$ cat src/rtl/router_out_arb.sv
// Output-port stage: round-robin arbiter over NUM_IN input FIFOs feeding an OUT_DEPTH-entry buffer.
// Define ROUTER_OUT_ARB_STATS_EN to add the word_count / stall_count statistics ports.
module router_out_arb #(
    parameter int NUM_IN    = 17,
    parameter int DATA_W    = 16,
    parameter int OUT_DEPTH = 4
) (
    input  logic                          clk,
    input  logic                          reset,
    input  logic [NUM_IN-1:0]             req_valid,
    input  logic [NUM_IN*DATA_W-1:0]      req_data,
    output logic [NUM_IN-1:0]             req_ready,
    output logic [DATA_W-1:0]             data_out,
    output logic                          valid_out,
    input  logic                          ready_out,
    output logic [$clog2(OUT_DEPTH):0]    occupancy
`ifdef ROUTER_OUT_ARB_STATS_EN
    ,
    output logic [31:0]                   word_count,
    output logic [31:0]                   stall_count
`endif
);

    localparam int AW = $clog2(OUT_DEPTH);
    localparam int PW = (NUM_IN > 1) ? $clog2(NUM_IN) : 1;

    logic [PW-1:0]     ptr_q, ptr_d;
    logic [AW-1:0]     rd_ptr_q, rd_ptr_d;
    logic [AW-1:0]     wr_ptr_q, wr_ptr_d;
    logic [AW:0]       occ_q, occ_d;
    logic [DATA_W-1:0] mem_q [OUT_DEPTH];

    logic              full;
    logic              push;
    logic              pop;
    logic              hi_found;
    logic              lo_found;
    logic [PW-1:0]     hi_idx;
    logic [PW-1:0]     lo_idx;
    logic [PW-1:0]     grant_idx;
    logic [DATA_W-1:0] push_data;

    assign full      = (occ_q == (AW+1)'(OUT_DEPTH));
    assign valid_out = (occ_q != '0);
    assign data_out  = valid_out ? mem_q[rd_ptr_q] : '0;
    assign occupancy = occ_q;

    // Lowest requester at or above ptr wins; otherwise wrap to the lowest requester overall.
    always_comb begin
        hi_found = 1'b0;
        lo_found = 1'b0;
        hi_idx   = '0;
        lo_idx   = '0;
        for (int i = NUM_IN - 1; i >= 0; i--) begin
            if (req_valid[i]) begin
                lo_found = 1'b1;
                lo_idx   = PW'(i);
                if (PW'(i) >= ptr_q) begin
                    hi_found = 1'b1;
                    hi_idx   = PW'(i);
                end
            end
        end
        grant_idx = hi_found ? hi_idx : lo_idx;
        req_ready = '0;
        if ((hi_found || lo_found) && !full && !reset) begin
            req_ready[grant_idx] = 1'b1;
        end
    end

    assign push      = |(req_valid & req_ready);
    assign pop       = valid_out & ready_out;
    assign push_data = req_data[grant_idx*DATA_W +: DATA_W];

    always_comb begin
        ptr_d    = ptr_q;
        rd_ptr_d = rd_ptr_q;
        wr_ptr_d = wr_ptr_q;
        occ_d    = occ_q;
        if (push) begin
            ptr_d    = (grant_idx == PW'(NUM_IN - 1)) ? '0 : grant_idx + PW'(1);
            wr_ptr_d = wr_ptr_q + AW'(1);
        end
        if (pop) begin
            rd_ptr_d = rd_ptr_q + AW'(1);
        end
        case ({push, pop})
            2'b10:   occ_d = occ_q + (AW+1)'(1);
            2'b01:   occ_d = occ_q - (AW+1)'(1);
            default: occ_d = occ_q;
        endcase
    end

    always_ff @(posedge clk) begin
        if (reset) begin
            ptr_q    <= '0;
            rd_ptr_q <= '0;
            wr_ptr_q <= '0;
            occ_q    <= '0;
        end else begin
            ptr_q    <= ptr_d;
            rd_ptr_q <= rd_ptr_d;
            wr_ptr_q <= wr_ptr_d;
            occ_q    <= occ_d;
        end
    end

    // Storage needs no reset: stale entries are hidden by valid_out.
    always_ff @(posedge clk) begin
        if (push) begin
            mem_q[wr_ptr_q] <= push_data;
        end
    end

`ifdef ROUTER_OUT_ARB_STATS_EN
    logic [31:0] word_count_q, word_count_d;
    logic [31:0] stall_count_q, stall_count_d;

    always_comb begin
        word_count_d  = word_count_q;
        stall_count_d = stall_count_q;
        if (pop && (word_count_q != 32'hFFFF_FFFF)) begin
            word_count_d = word_count_q + 32'd1;
        end
        if (valid_out && !ready_out && (stall_count_q != 32'hFFFF_FFFF)) begin
            stall_count_d = stall_count_q + 32'd1;
        end
    end

    always_ff @(posedge clk) begin
        if (reset) begin
            word_count_q  <= '0;
            stall_count_q <= '0;
        end else begin
            word_count_q  <= word_count_d;
            stall_count_q <= stall_count_d;
        end
    end

    assign word_count  = word_count_q;
    assign stall_count = stall_count_q;
`endif

endmodule

$ cat config.mk
export PLATFORM = sky130hd
export DESIGN_NAME = router_out_arb
export DESIGN_NICKNAME = d
export VERILOG_FILES = /design/src/rtl/router_out_arb.sv
export SDC_FILE = /design/constraint.sdc
export NUM_CORES = 1
export LEC_CHECK = 0
export CORE_MARGIN = 2
export CORE_UTILIZATION = 28
export DETAILED_ROUTE_END_ITERATION = 6
export PLACE_DENSITY = 0.55
export SETUP_SLACK_MARGIN = 0.5
export SYNTH_ARGS = -nofsm -noshare
export SYNTH_HDL_FRONTEND = slang
export SYNTH_SLANG_ARGS = --single-unit
$ cat constraint.sdc
create_clock -name clk -period 6.3 [get_ports clk]
set_clock_uncertainty 0.15 [all_clocks]
set_input_delay 0.63 -clock clk [delete_from_list [all_inputs] [get_ports clk]]
set_output_delay 0.63 -clock clk [all_outputs]
set_load 0.01 [all_outputs]
## Word-level counts from Yosys, hierarchy flattened

Memory sizes are Yosys's and may differ from the RTL's. A register that Yosys moved wholly into a read port is not among the register bits.
Cells that the tools add are included.

- Flip-flop bits (word level): 12
- Memory bits (writable): 64
- Bits of input ports: 292
- Output and inout port bits: 37
- Word-level logic and storage cells: 158
- Memories: 1

- Add/subtract/negate cells: 5
- $lt $le $gt $ge: 19
- Equal/unequal tests: 4
- Shifts and indexed selects: 1
- Muxes and demuxes: 113
- Bitwise logic cells: 2
- Reduce and logical (&&, ||, !) cells: 9

Memories:

| memory | words | width | read ports | clocked after Yosys merged registers in | write ports | line | text |
|---|---|---|---|---|---|---|---|
| mem_q | 4 | 16 | 1 | 1 | 1 | 31 | `logic [DATA_W-1:0] mem_q [OUT_DEPTH];` |

Operators with widths:

| cell | count |
|---|---|
| $shiftx 272x10->16 | 1 |
| $mux 5 | 53 |
| $mux 1 | 54 |
| $ge 4x5->1 const A | 8 |
| $ge 3x5->1 const A | 4 |
| $and 17x17->17 | 1 |
| $mux 17 | 1 |
| $reduce_or 17->1 | 1 |
| $mux 16 | 1 |
| $ge 1x5->1 const A | 2 |
| $ge 2x5->1 const A | 2 |
| $lt 5x6->1 const B | 1 |
| $pmux 3 s2 | 1 |
| $add 5x1->5 const B | 1 |
| $demux 1 s5 | 1 |
| $eq 5x5->1 const B | 1 |
| $ge 5x1->1 const B | 1 |
| $ge 5x5->1 const A | 1 |
| $add 2x1->2 const B | 2 |
| $mux 2 | 2 |
| $add 3x1->3 const B | 1 |
| $eq 3x3->1 const B | 1 |
| $logic_and 1x1->1 | 3 |
| $reduce_bool 3->1 | 1 |
| other kinds (7) | 8 |

## Logic depth before layout (Yosys ltp)

- Depth in word-level cells: 45
- Mapped depth: 24
- Gate-level depth less buffers: 20

## Least setup slack after synthesis

OpenSTA, ideal clock, no wires.

- Path type: input-to-reg
- From: input req_valid[0]
- To: register occ_q[2], in the netlist occupancy[2]
- Library setup time: 0.071 ns
- Arrival time: 4.628 ns
- Data required time: 6.079 ns
- Slack: 1.451 ns
- Stages on the path: 23
- Path buffers: 5
- Cells stage by stage: buf_2 nand2b_1 a21oi_1 o31a_1 nor2_1 o2111a_1 or2_1 buf_4 buf_2 buf_2 ha_1 clkbuf_1 a22o_1 a221oi_1 a2bb2oi_2 a31oi_4 inv_1 ha_1 inv_1 fa_1 xor2_1 or3_1 a21oi_1

- Word-level cells in the longest chain between the ends: 11
- Elaborated cells between the ends (all ways): 20
- Classes of those cells: 2 x order compare; 2 x eq/ne; 9 x mux; 1 x bitwise; 6 x reduce/logical

Ends and longest elaborated chain:

| element | line | text |
|---|---|---|
| start, declared | 10 | `input logic [NUM_IN-1:0] req_valid,` |
| $mux 5 / $mux 1 (equally long branches) | 55 | `if (req_valid[i]) begin` |
| $mux 5 | 64 | `grant_idx = hi_found ? hi_idx : lo_idx;` |
| $lt 5x6->1 (not written as such) / $ge 5x1->1 (equally long branches) | 67 | `req_ready[grant_idx] = 1'b1;` |
| $logic_and 1x1->1 (not written as such) | 67 |  |
| $mux 1 (not written as such) | 67 |  |
| $demux 1 s5 | 67 |  |
| $mux 17 | 66 | `if ((hi_found \|\| lo_found) && !full && !reset) begin` |
| $and 17x17->17 * | 71 | `assign push = \|(req_valid & req_ready);` |
| $reduce_or 17->1 * | 71 |  |
| $eq 2x1->1 / $eq 2x2->1 (equally long branches) | 87 | `case ({push, pop})` |
| $pmux 3 s2 / $reduce_bool 2->1 (equally long branches) | - |  |
| end signal, assigned | 99 | `occ_q <= '0;` |
| end signal, assigned | 104 | `occ_q <= occ_d;` |
| end, declared | 30 | `logic [AW:0] occ_q, occ_d;` |

Every way passes the cells marked *; elsewhere a longest branch is shown, timed or not.
A chain may end at the register's enable or synchronous reset.

## Worst setup path after layout

- From: register ptr_q[1]
- To: register occ_q[2], in the netlist occupancy[2]

- Word-level cells in the longest chain between the ends: 45
- Elaborated cells between the ends (all ways): 101
- Classes of those cells: 19 x order compare; 2 x eq/ne; 73 x mux; 1 x bitwise; 6 x reduce/logical

Ends and longest elaborated chain:

| element | line | text |
|---|---|---|
| start, declared | 27 | `logic [PW-1:0] ptr_q, ptr_d;` |
| start signal, assigned | 101 | `ptr_q <= ptr_d;` |
| $ge 5x5->1 | 58 | `if (PW'(i) >= ptr_q) begin` |
| $mux 1 / $mux 5 (equally long branches) | 58 |  |
| $mux 1 / $mux 5 (equally long branches) | 55 |  |
| $mux 1 / $mux 5 (equally long branches) | 58 |  |
| $mux 1 / $mux 5 (equally long branches) | 55 |  |
| $mux 1 / $mux 5 (equally long branches) | 58 |  |
| $mux 1 / $mux 5 (equally long branches) | 55 |  |
| $mux 1 / $mux 5 (equally long branches) | 58 |  |
| [29 not listed] | - |  |
| $logic_and 1x1->1 (not written as such) | 67 |  |
| $mux 1 (not written as such) | 67 |  |
| $demux 1 s5 | 67 |  |
| $mux 17 * | 66 |  |
| $and 17x17->17 * | 71 |  |
| $reduce_or 17->1 * | 71 |  |
| $eq 2x1->1 / $eq 2x2->1 (equally long branches) | 87 |  |
| $pmux 3 s2 / $reduce_bool 2->1 (equally long branches) | - |  |

Marks and branches as above.

==> reports/metrics.csv <==
stage,metric,value,unit
cells_and_area,final_nets,1324,
floorplanning,rows,56,
clocking,clk_pin_slew,0.06,ns
sta,relSlewSlack,0.335,
global_routing,grt_max_degree,78,
route,wirelength,26.8,mm
place,gp_congestion,0.902,
global_routing,met2_usage,0.347,
route,dr.first_iter.drc_count,479,
clocking,root_buffer,clkbuf_16,
logic_synthesis,synth-seq-cells,78,
logic_synthesis,syn_inst,728,
route,vias_per_cell,5.10,
setup_path,cp-end-kind,flop,
place,dpl.hpwl,21.1,mm
route,wl_per_cell,19.9,um
cells_and_area,n_antenna_cell,0,
pwr,p_seq_frac,0.233,
setup_path,arrival,5.47,ns
cells_and_area,drive_above_1_share,0.0847,
clocking,ctsHtreeMaxLevel,3,
floorplanning,die-area,0.0250,mm^2
setup_path,cp-start-kind,flop,
setup_path,crit_type,reg -> reg,
global_routing,gr-usage-all-layers,0.207,
global_routing,grt_overflow,0,
logic_synthesis,synthTopCellsByArea,"edfxtp_1 29%, mux2i_1 10%, nand2_1 7.4%",
cells_and_area,layout.cells.non_filler,1346,
logic_synthesis,ys_types,70,
global_routing,grt-busiest-layer,met2,
route,detail-route-antenna-nets,0,
sta,drv_slew,0,
global_routing,grt_pass1_vias,6637,
clocking,hold_buffers,0,
pwr,p_per_area,346,mW/mm^2
logic_synthesis,synth_area,0.00665,mm^2
sta,setup_violations,0,
clocking,numClockSinks,78,
pwr,clkPwrFrac,0.158,
logic_synthesis,post-synth-top-area-cell,edfxtp_1,
sta,rsz0062_at_grt,false,
floorplanning,die_w,158,um
pwr,power_frac_comb,0.608,
global_routing,use_met1,0.271,
global_routing,use_met3,0.0331,
logic_synthesis,syn_avg_cell_area,9.14,um^2
floorplanning,initial_core_util,0.284,
clocking,cts_tree,done,
logic_synthesis,synth_ff_type,edfxtp_1,
sta,hold_viol_final,0,
min_path,holdCritPathClass,reg -> reg,
pwr,internal_power,2120,uW
clocking,post_cts_buffers,0,
pwr,swShare,0.412,
pwr,total_leakage_power,0.00391,uW
logic_synthesis,synthesis.nets,1030,
sta,period_minus_slack,5.37,ns
floorplanning,core,0.0234,mm^2
logic_synthesis,synth_top_cell_area_share,0.289,
sta,fmax,186,MHz
logic_synthesis,async_flop_share,0,
route,drc_errors,0,
global_routing,antenna_found_initial,0,
job,maxCapViolations,0,
place,io_buffers,328,
clocking,post_cts_resized,0,
setup_path,crit_fanout,24,
global_routing,grt_first_pass_wirelength,38.7,mm
setup_path,cp.required,6.40,ns
sta,fin_tns_setup,0,ns
clocking,clk_path_buf_depth,2,
place,place_inst,1330,
logic_synthesis,ys_seq_area_frac,0.331,
logic_synthesis,yosysWarnings,0,
sta,finalCritPeriodShare,0.853,
pwr,p_sw,1490,uW
status,status,completed,
clocking,clk-insertion-delay-late,0.33,ns
route,num_vias,6863,
route,drt-pass1-iter-count,5,
pwr,peakVddDrop,0.000161,V
logic_synthesis,synth_edf_count,64,
sta,whs,0.377,ns
floorplanning,io_pins,329,
clocking,cts_buffers,9,
cells_and_area,syn_to_final_growth,57.1,%
floorplanning,dieHeight,158,um
cells_and_area,nFillCells,2337,
sta,worst_slew_pin_slew,0.990,ns
[routing by layer]
layer / wire (um) / vias up
met5: 0 / -
met4: 678 / 0
met3: 1850 / 33
met2: 12800 / 307
met1: 11400 / 3232
li1: - / 3291
[worst max-delay path, cell delays in order (launching register included)]
cell       delay, ns
dfxtp_1         0.77
o211ai_1        0.23
a32o_1          0.35
nor2_2          0.25
and2_1          0.22
o2111a_1        0.19
or2_4           0.31
inv_2           0.10
ha_1            0.32
a22o_1          0.21
a221oi_1        0.25
mux2i_1         0.15
a2bb2oi_2       0.27
a31oi_4         0.19
inv_1           0.09
ha_1            0.17
inv_1           0.06
fa_1            0.38
xor2_1          0.16
or3_1           0.30
a21oi_1         0.15
[final timing paths]
check | slack (ns) | to | start | cells past startpoint
worst max register to register | 0.93 | occupancy[2]$_SDFFE_PP0P_ | ptr_q[1]$_SDFFE_PP0P_ | 20
worst min-delay path | 0.38 | flop | rd_ptr_q[1]$_SDFFE_PP0P_ | 2
worst min register to register | 0.38 | flop | rd_ptr_q[1]$_SDFFE_PP0P_ | 2
worst max-delay path | 0.93 | occupancy[2]$_SDFFE_PP0P_ | ptr_q[1]$_SDFFE_PP0P_ | 20
[cells in the mapped netlist, types with 3 or more instances]
cell type and instances:
nor4_1 3, nand2b_1 3, o21ai_0 8, a21oi_1 45, or3_1 3, xnor2_1 3, and2_1 26, buf_4 6
nor2_1 73, mux4_2 16, ha_1 9, nand3_1 11, clkbuf_1 20, a311o_1 32, a31oi_1 3, mux2_2 29
mux2i_1 67, a221oi_1 5, nand4_1 19, inv_1 20, mux2_1 4, edfxtp_1 64, xor2_1 4, a22o_1 4
a22oi_1 19, o31ai_1 5, buf_6 9, dfxtp_1 14, buf_2 19, nand2_1 132
[through the flow]
stage | instance area, um^2 | util | power [uW] | worst slack (ns)
2_1_floorplan | 6650 | - | 2280 | 1.45
3_3_place_gp | 10100 | 0.432 | 3070 | 0.757
3_5_place_dp | 10100 | 0.432 | 3070 | 0.664
4_1_cts | 10500 | 0.447 | 3640 | 0.991
5_1_grt | 10500 | 0.447 | 3840 | 0.659
6_report | 10500 | 0.447 | 3610 | 0.929
[power groups by stage]
stage,Clock [uW],Sequential [uW],Combinational (uW)
6_report,572,844,2200
5_1_grt,600,855,2390
4_1_cts,576,843,2220
3_5_place_dp,0,853,2210
3_3_place_gp,0,852,2220
2_1_floorplan,0,814,1470
[final cells by class]
class                      instances  area (um^2)  share of cell area
timing repair buffer             338         3360               0.321
sequential                        78         2200               0.211
clock inverter                     1         30.0             0.00287
tap                              319          399              0.0382
inverter                          22         87.6             0.00838
clock buffer                      15          312              0.0298
multi-input combinational        573         4070               0.389
[kinds of logic after synthesis]
family,share of synthesized area
and+or+nand+nor,0.201
xor gates and xnor gates,0.00921
DFF,0.331
adders and majority gates,0.0199
buffers and inverters,0.0605
AOI/OAI and AO/OA,0.168
muxes,0.211
[sequential cells by signal (all words and copies together), names as in the netlist, named ones only]
| name | cells |
|---|---|
| ptr_q | 5 |
| wr_ptr_q | 2 |
| mem_q | 64 |
| occupancy | 3 |
| rd_ptr_q | 2 |
[placed cells by master, fill, tap and decap left out, drive strengths merged, types with 2 or more instances in the layout]
master,netlist,layout
a21boi,2,2
a21oi,47,47
a221oi,5,5
a22o,4,4
a22oi,19,19
a311o,32,32
a311oi,2,2
a31oi,4,4
a32oi,2,2
and2,26,26
buf,35,10
clkbuf,20,15
clkdlybuf4s50,0,328
dfxtp,14,14
edfxtp,64,64
ha,9,9
inv,22,22
mux2,33,33
mux2i,67,67
mux4,16,16
nand2,134,134
nand2b,3,3
nand3,12,12
nand3b,2,2
nand4,19,19
nor2,75,75
nor2b,2,2
nor3,2,2
nor3b,3,3
nor4,5,5
o211ai,2,2
o21ai,10,10
o22ai,2,2
o311ai,2,2
o31ai,5,5
or3,3,3
xnor2,3,3
xor2,4,4
(Power assumes the default switching activity.)
